===== src/rtl/fetch_pc_unit.sv =====
// Program-counter and instruction-fetch stage.
//
// Holds the PC, drives the instruction-memory address and registers {instr, pc}
// into the IF/ID register, which is offered to decode with a valid/ready
// handshake. Handles stall, jump redirect (with flush), start and halt.
//
// Ports:
//   clk, rst_n        clock and synchronous active-low reset
//   start             one-cycle pulse: begin fetching at RESET_PC (IDLE/HALT only)
//   redirect_valid    taken jump this cycle; redirect_target is the new PC
//   stall             hazard stall from decode/execute
//   imem_addr         instruction-memory address (= pc), imem_rdata read same cycle
//   if_valid/if_ready IF/ID handshake; if_instr/if_pc are the registered payload
//   done              HALT word fetched
//   redirect_cnt      accepted redirects        (FETCH_PC_STATS_EN only, else 0)
//   fetch_cnt         IF/ID handshakes          (FETCH_PC_STATS_EN only, else 0)
//
// Build option: define FETCH_PC_STATS_EN to build the saturating statistics
// counters; without it both counter outputs are tied to zero.
module fetch_pc_unit #(
  parameter int unsigned          PC_W       = 16,
  parameter int unsigned          INSTR_W    = 9,
  parameter logic [PC_W-1:0]      RESET_PC   = '0,
  parameter logic [INSTR_W-1:0]   HALT_INSTR = '1
) (
  input  logic               clk,
  input  logic               rst_n,
  input  logic               start,
  input  logic               redirect_valid,
  input  logic [PC_W-1:0]    redirect_target,
  input  logic               stall,
  output logic [PC_W-1:0]    imem_addr,
  input  logic [INSTR_W-1:0] imem_rdata,
  output logic               if_valid,
  input  logic               if_ready,
  output logic [INSTR_W-1:0] if_instr,
  output logic [PC_W-1:0]    if_pc,
  output logic               done,
  output logic [15:0]        redirect_cnt,
  output logic [15:0]        fetch_cnt
);

  typedef enum logic [1:0] {StIdle, StRun, StHalt} state_e;

  state_e             state_q, state_d;
  logic [PC_W-1:0]    pc_q, pc_d;
  logic               if_valid_q, if_valid_d;
  logic [INSTR_W-1:0] if_instr_q, if_instr_d;
  logic [PC_W-1:0]    if_pc_q, if_pc_d;
  logic               done_q, done_d;

  logic advance;
  logic handshake;

  // IF/ID may be overwritten when empty, or when decode takes it this cycle.
  assign advance   = !if_valid_q || (if_ready && !stall);
  assign handshake = if_valid_q && if_ready && !stall;

  always_comb begin
    state_d    = state_q;
    pc_d       = pc_q;
    if_valid_d = if_valid_q;
    if_instr_d = if_instr_q;
    if_pc_d    = if_pc_q;
    done_d     = done_q;

    unique case (state_q)
      StIdle: begin
        if (start) begin
          state_d = StRun;
          pc_d    = RESET_PC;
        end
      end
      StRun: begin
        if (redirect_valid) begin
          // Redirect beats stall and backpressure; the in-flight fetch is dropped.
          pc_d       = redirect_target;
          if_valid_d = 1'b0;
        end else if (advance) begin
          if_instr_d = imem_rdata;
          if_pc_d    = pc_q;
          if_valid_d = 1'b1;
          if (imem_rdata == HALT_INSTR) begin
            state_d = StHalt;
            done_d  = 1'b1;
          end else begin
            pc_d = pc_q + PC_W'(1);
          end
        end
      end
      StHalt: begin
        // Drain the halt word to decode; no further fetch.
        if (handshake) begin
          if_valid_d = 1'b0;
        end
        if (start) begin
          state_d = StRun;
          pc_d    = RESET_PC;
          done_d  = 1'b0;
        end
      end
      default: begin
        state_d = StIdle;
      end
    endcase
  end

  always_ff @(posedge clk) begin
    if (!rst_n) begin
      state_q    <= StIdle;
      pc_q       <= RESET_PC;
      if_valid_q <= 1'b0;
      if_instr_q <= '0;
      if_pc_q    <= '0;
      done_q     <= 1'b0;
    end else begin
      state_q    <= state_d;
      pc_q       <= pc_d;
      if_valid_q <= if_valid_d;
      if_instr_q <= if_instr_d;
      if_pc_q    <= if_pc_d;
      done_q     <= done_d;
    end
  end

  assign imem_addr = pc_q;
  assign if_valid  = if_valid_q;
  assign if_instr  = if_instr_q;
  assign if_pc     = if_pc_q;
  assign done      = done_q;

`ifdef FETCH_PC_STATS_EN
  logic [15:0] redirect_cnt_q;
  logic [15:0] fetch_cnt_q;
  logic        start_accept;
  logic        redirect_accept;

  // start only takes effect outside RUN, so only then does it clear the stats.
  assign start_accept    = start && (state_q != StRun);
  assign redirect_accept = (state_q == StRun) && redirect_valid;

  always_ff @(posedge clk) begin
    if (!rst_n) begin
      redirect_cnt_q <= '0;
      fetch_cnt_q    <= '0;
    end else if (start_accept) begin
      redirect_cnt_q <= '0;
      fetch_cnt_q    <= '0;
    end else begin
      if (redirect_accept && (redirect_cnt_q != 16'hFFFF)) begin
        redirect_cnt_q <= redirect_cnt_q + 16'd1;
      end
      if (handshake && (fetch_cnt_q != 16'hFFFF)) begin
        fetch_cnt_q <= fetch_cnt_q + 16'd1;
      end
    end
  end

  assign redirect_cnt = redirect_cnt_q;
  assign fetch_cnt    = fetch_cnt_q;
`else
  assign redirect_cnt = 16'h0000;
  assign fetch_cnt    = 16'h0000;
`endif

endmodule

===== config.mk =====
export PLATFORM = sky130hd
export DESIGN_NAME = fetch_pc_unit
export DESIGN_NICKNAME = d
export VERILOG_FILES = /design/src/rtl/fetch_pc_unit.sv
export SDC_FILE = /design/constraint.sdc
export NUM_CORES = 1
export LEC_CHECK = 0
export ABC_AREA = 1
export CAP_MARGIN = 20
export CORE_ASPECT_RATIO = 1.2
export CORE_MARGIN = 10
export CORE_UTILIZATION = 43
export CTS_CLUSTER_SIZE = 30
export DETAILED_ROUTE_END_ITERATION = 16
export HOLD_SLACK_MARGIN = 0.03
export MAX_ROUTING_LAYER = met4
export PLACE_DENSITY_LB_ADDON = 0.05
export REMOVE_ABC_BUFFERS = 1
export SETUP_SLACK_MARGIN = 0.1
export SYNTH_ARGS = -nofsm -noshare
export SYNTH_HDL_FRONTEND = slang
export SYNTH_SLANG_ARGS = --single-unit

===== constraint.sdc =====
create_clock -name clk -period 1.55 [get_ports clk]
set_input_delay 0.3875 -clock clk [delete_from_list [all_inputs] [get_ports clk]]
set_output_delay 0.3875 -clock clk [all_outputs]
set_load 0.03 [all_outputs]

==> results.cfg <==
[clock_network]
htree_levels = 2
cts_sinks = 45
cts_made_buffers = 5
cts_tree = done
cts.path.max_buffers = 2
clk_latency_ns = 0.31
clock-root-buffer = clkbuf_8
clkTransAtPathRegs_ns = 0.10

[drt]
ant_nets = 0
vias_per_cell = 4.763
via_count = 2715
routed_wl_mm = 8.510
drt-pass1-iter-count = 4
drt_iter0_drc = 166
wire_per_inst_um = 14.93
drc = 0

[pwr]
swShare_pct = 34.33
p_clk_share_pct = 30.0
leakage_nw = 1.777
powerDensity_nw_per_um2 = 813.0
power.internal_mw = 2.056
power_switching_mw = 1.075
combPwrFrac_pct = 29.0
irDropWorstVdd_uv = 446.1
seq_power_share_pct = 41.0

[synthesis]
synth_most_common_cell = nand2_1
yosys-top-cells-area = dfxtp_1 35%, buf_4 9.8%, nand2_1 9.8%
ys_warn_count = 0
synth_edf_count = 0
syn_area_sq_um = 2592
async_reset_ff_share_pct = 0
synth_top_family_by_area = simple AND/OR/NAND/NOR gates
synth_top_area_share_pct = 34.75
synthMuxAreaShare_pct = 0
synthFlopType = dfxtp_1
synthSimpleGateAreaFrac_pct = 32.19
synthCells = 373
synth_seq_area_share_pct = 34.75
synth_area_leader_cell = dfxtp_1
synth_fa_ha_area_share_pct = 0.4826
synth_xor_area_share_pct = 1.014
synth-compound-area-share_pct = 14.14
synthDistinctLibCells = 32
synth.top_cells.by_count = 68 x nand2_1, 59 x nor2_1, 45 x dfxtp_1
avgSynthCellArea_sq_um = 6.950
synth_seq_cells = 45

[floorplanning]
io_pins = 106
die_area_sq_um = 9547
coreArea_sq_um = 5743
die_h_um = 105.1
initial_core_util_pct = 45.14
die_w_um = 90.88
rows = 30

[sta]
rsz0062_at_grt = yes
fin_crit_sh_pct = 95.86
maxSlewViolCount = 0
hold_violations = 0
layout_min_cycle_time_ns = 1.486
setup_violations = 0
max_freq_mhz = 673.0
clock_skew_ns = 0.007154

[worst_setup_path]
critical_path_class = reg -> out
crit_family = buffers and inverters
cp-end-kind = primary output
crit_path_start_kind = flip-flop
r2r-start = imem_addr[0]
reg2reg_setup_slack_ns = 0.13
cp_max_fo = 3
cp.arrival_ns = 1.10
required_ns = 1.16
slowest_stage = dlygate4sd2_1
path_buf_inv = 1
crit_path_max_incr_delay_ns = 0.40
crit_path_start = imem_addr[0]
crit_chain = dlygate4sd2_1

[finish]
final-seq-area_sq_um = 917.1
multi_input_area_sq_um = 1520
final_nets = 521
fin_util_pct = 67.06
fillCellCount = 556
final_cell_area_sq_um = 3851
final_cell_count_no_fill = 570
syn_to_final_growth_pct = 48.55
drive_gt1_share_pct = 32.04
num_antenna_cells = 0

[place]
place_inst = 547
hpwlAfterDp_mm = 6.030
placed_area_sq_um = 3503
routabilityCongestion = 0.9117
io_buffers = 73

[hold_path]
min-delay-path-class = reg -> reg
min_from = done

[global_routing]
grt_max_degree = 18
gr-usage-all-layers_pct = 17.02
grt_first_pass_wirelength_mm = 13.17
grt_overflow_total = 0
first_global_vias = 2714
antenna_found_initial = 0

[run_status]
status = finished, final reports clean

[job]
drv_cap = 0
-- state kept, by name, summed over array words and instances (netlist names) --
| name | count |
|---|---|
| state_q | 2 |
| if_valid | 1 |
| if_pc | 16 |
| if_instr | 9 |
| imem_addr | 16 |
| done | 1 |
-- cell families after synthesis --
kind of cell             count (synthesis)
AO/OA/AOI/OAI                           66
XOR/XNOR                                 3
adder cells (fa/ha/maj)                  1
buffers and inverters                   76
flip-flops                              45
other                                    1
AND/OR/NAND/NOR                        181
-- worst paths after layout --
| check | endpoint | depth (start not counted) |
|---|---|---|
| worst max-delay path | imem_addr[0] | 1 |
| worst min-delay path | done | 2 |
| worst max register to register | imem_addr[12] | 10 |
| worst min register to register | done | 2 |
-- timing repair --
item | 4_1_cts | 5_1_grt
setup endpoints to repair | 66 | 73
gates cloned | 4 | 2
pin swaps | 4 | 17
hold buffers | 0 | 0
gates resized for setup | 64 | 102
setup buffers | 3 | 6
hold endpoints to repair | 0 | 0
-- per-layer routing --
| layer | wire length (um) | GRT usage (%) | up-vias |
|---|---|---|---|
| li1 | - | - | 1373 |
| met1 | 3571 | 18.93 | 1252 |
| met2 | 4416 | 29.24 | 80 |
| met3 | 390 | 3.722 | 10 |
| met4 | 131 | 6.054 | 0 |
| met5 | 0 | - | - |
-- cell usage in the layout (no fill, tap or decap), drive strengths merged, types with 5 or more instances in the layout --
cell | Yosys | final
clkdlybuf4s50 | 0 | 18
conb | 1 | 32
clkdlybuf4s15 | 0 | 11
nand4 | 11 | 11
nand3 | 18 | 21
dlygate4sd2 | 0 | 8
nor2 | 70 | 70
nand2 | 78 | 78
inv | 30 | 29
dfxtp | 45 | 45
clkbuf | 3 | 24
o21ai | 32 | 32
buf | 42 | 59
a21oi | 31 | 31
dlymetal6s2s | 0 | 5
-- area by class of cell --
class	instances	share of cell area (%)
Multi-Input combinational cell	286	39.47
Timing Repair Buffer	120	27.97
Sequential cell	45	23.81
Inverter	31	3.151
Tap cell	80	2.599
Clock buffer	5	1.787
Clock inverter	3	1.202
-- metrics by stage --
stage	setup WS (ns)	hold WS, ns	power [mW]	TNS (ns)
floorplan	-0.1097	0.4928	1.758	-0.1937
global placement	-0.3060	0.4610	2.139	-10.41
detailed placement	-0.3427	0.4568	2.148	-10.80
CTS	0.03739	0.4668	3.083	0
global route	-0.006762	0.4978	3.266	-0.006762
finish	0.06418	0.4676	3.131	0
-- power groups by stage --
| stage | Combinational, mW | Sequential [mW] | Clock, mW |
|---|---|---|---|
| 2_1_floorplan | 0.323 | 1.44 | 0 |
| 3_3_place_gp | 0.840 | 1.30 | 0 |
| 3_5_place_dp | 0.847 | 1.30 | 0 |
| 4_1_cts | 0.866 | 1.27 | 0.943 |
| 5_1_grt | 0.981 | 1.29 | 0.991 |
| 6_report | 0.909 | 1.28 | 0.938 |
Power figures use the tool's default switching activity.
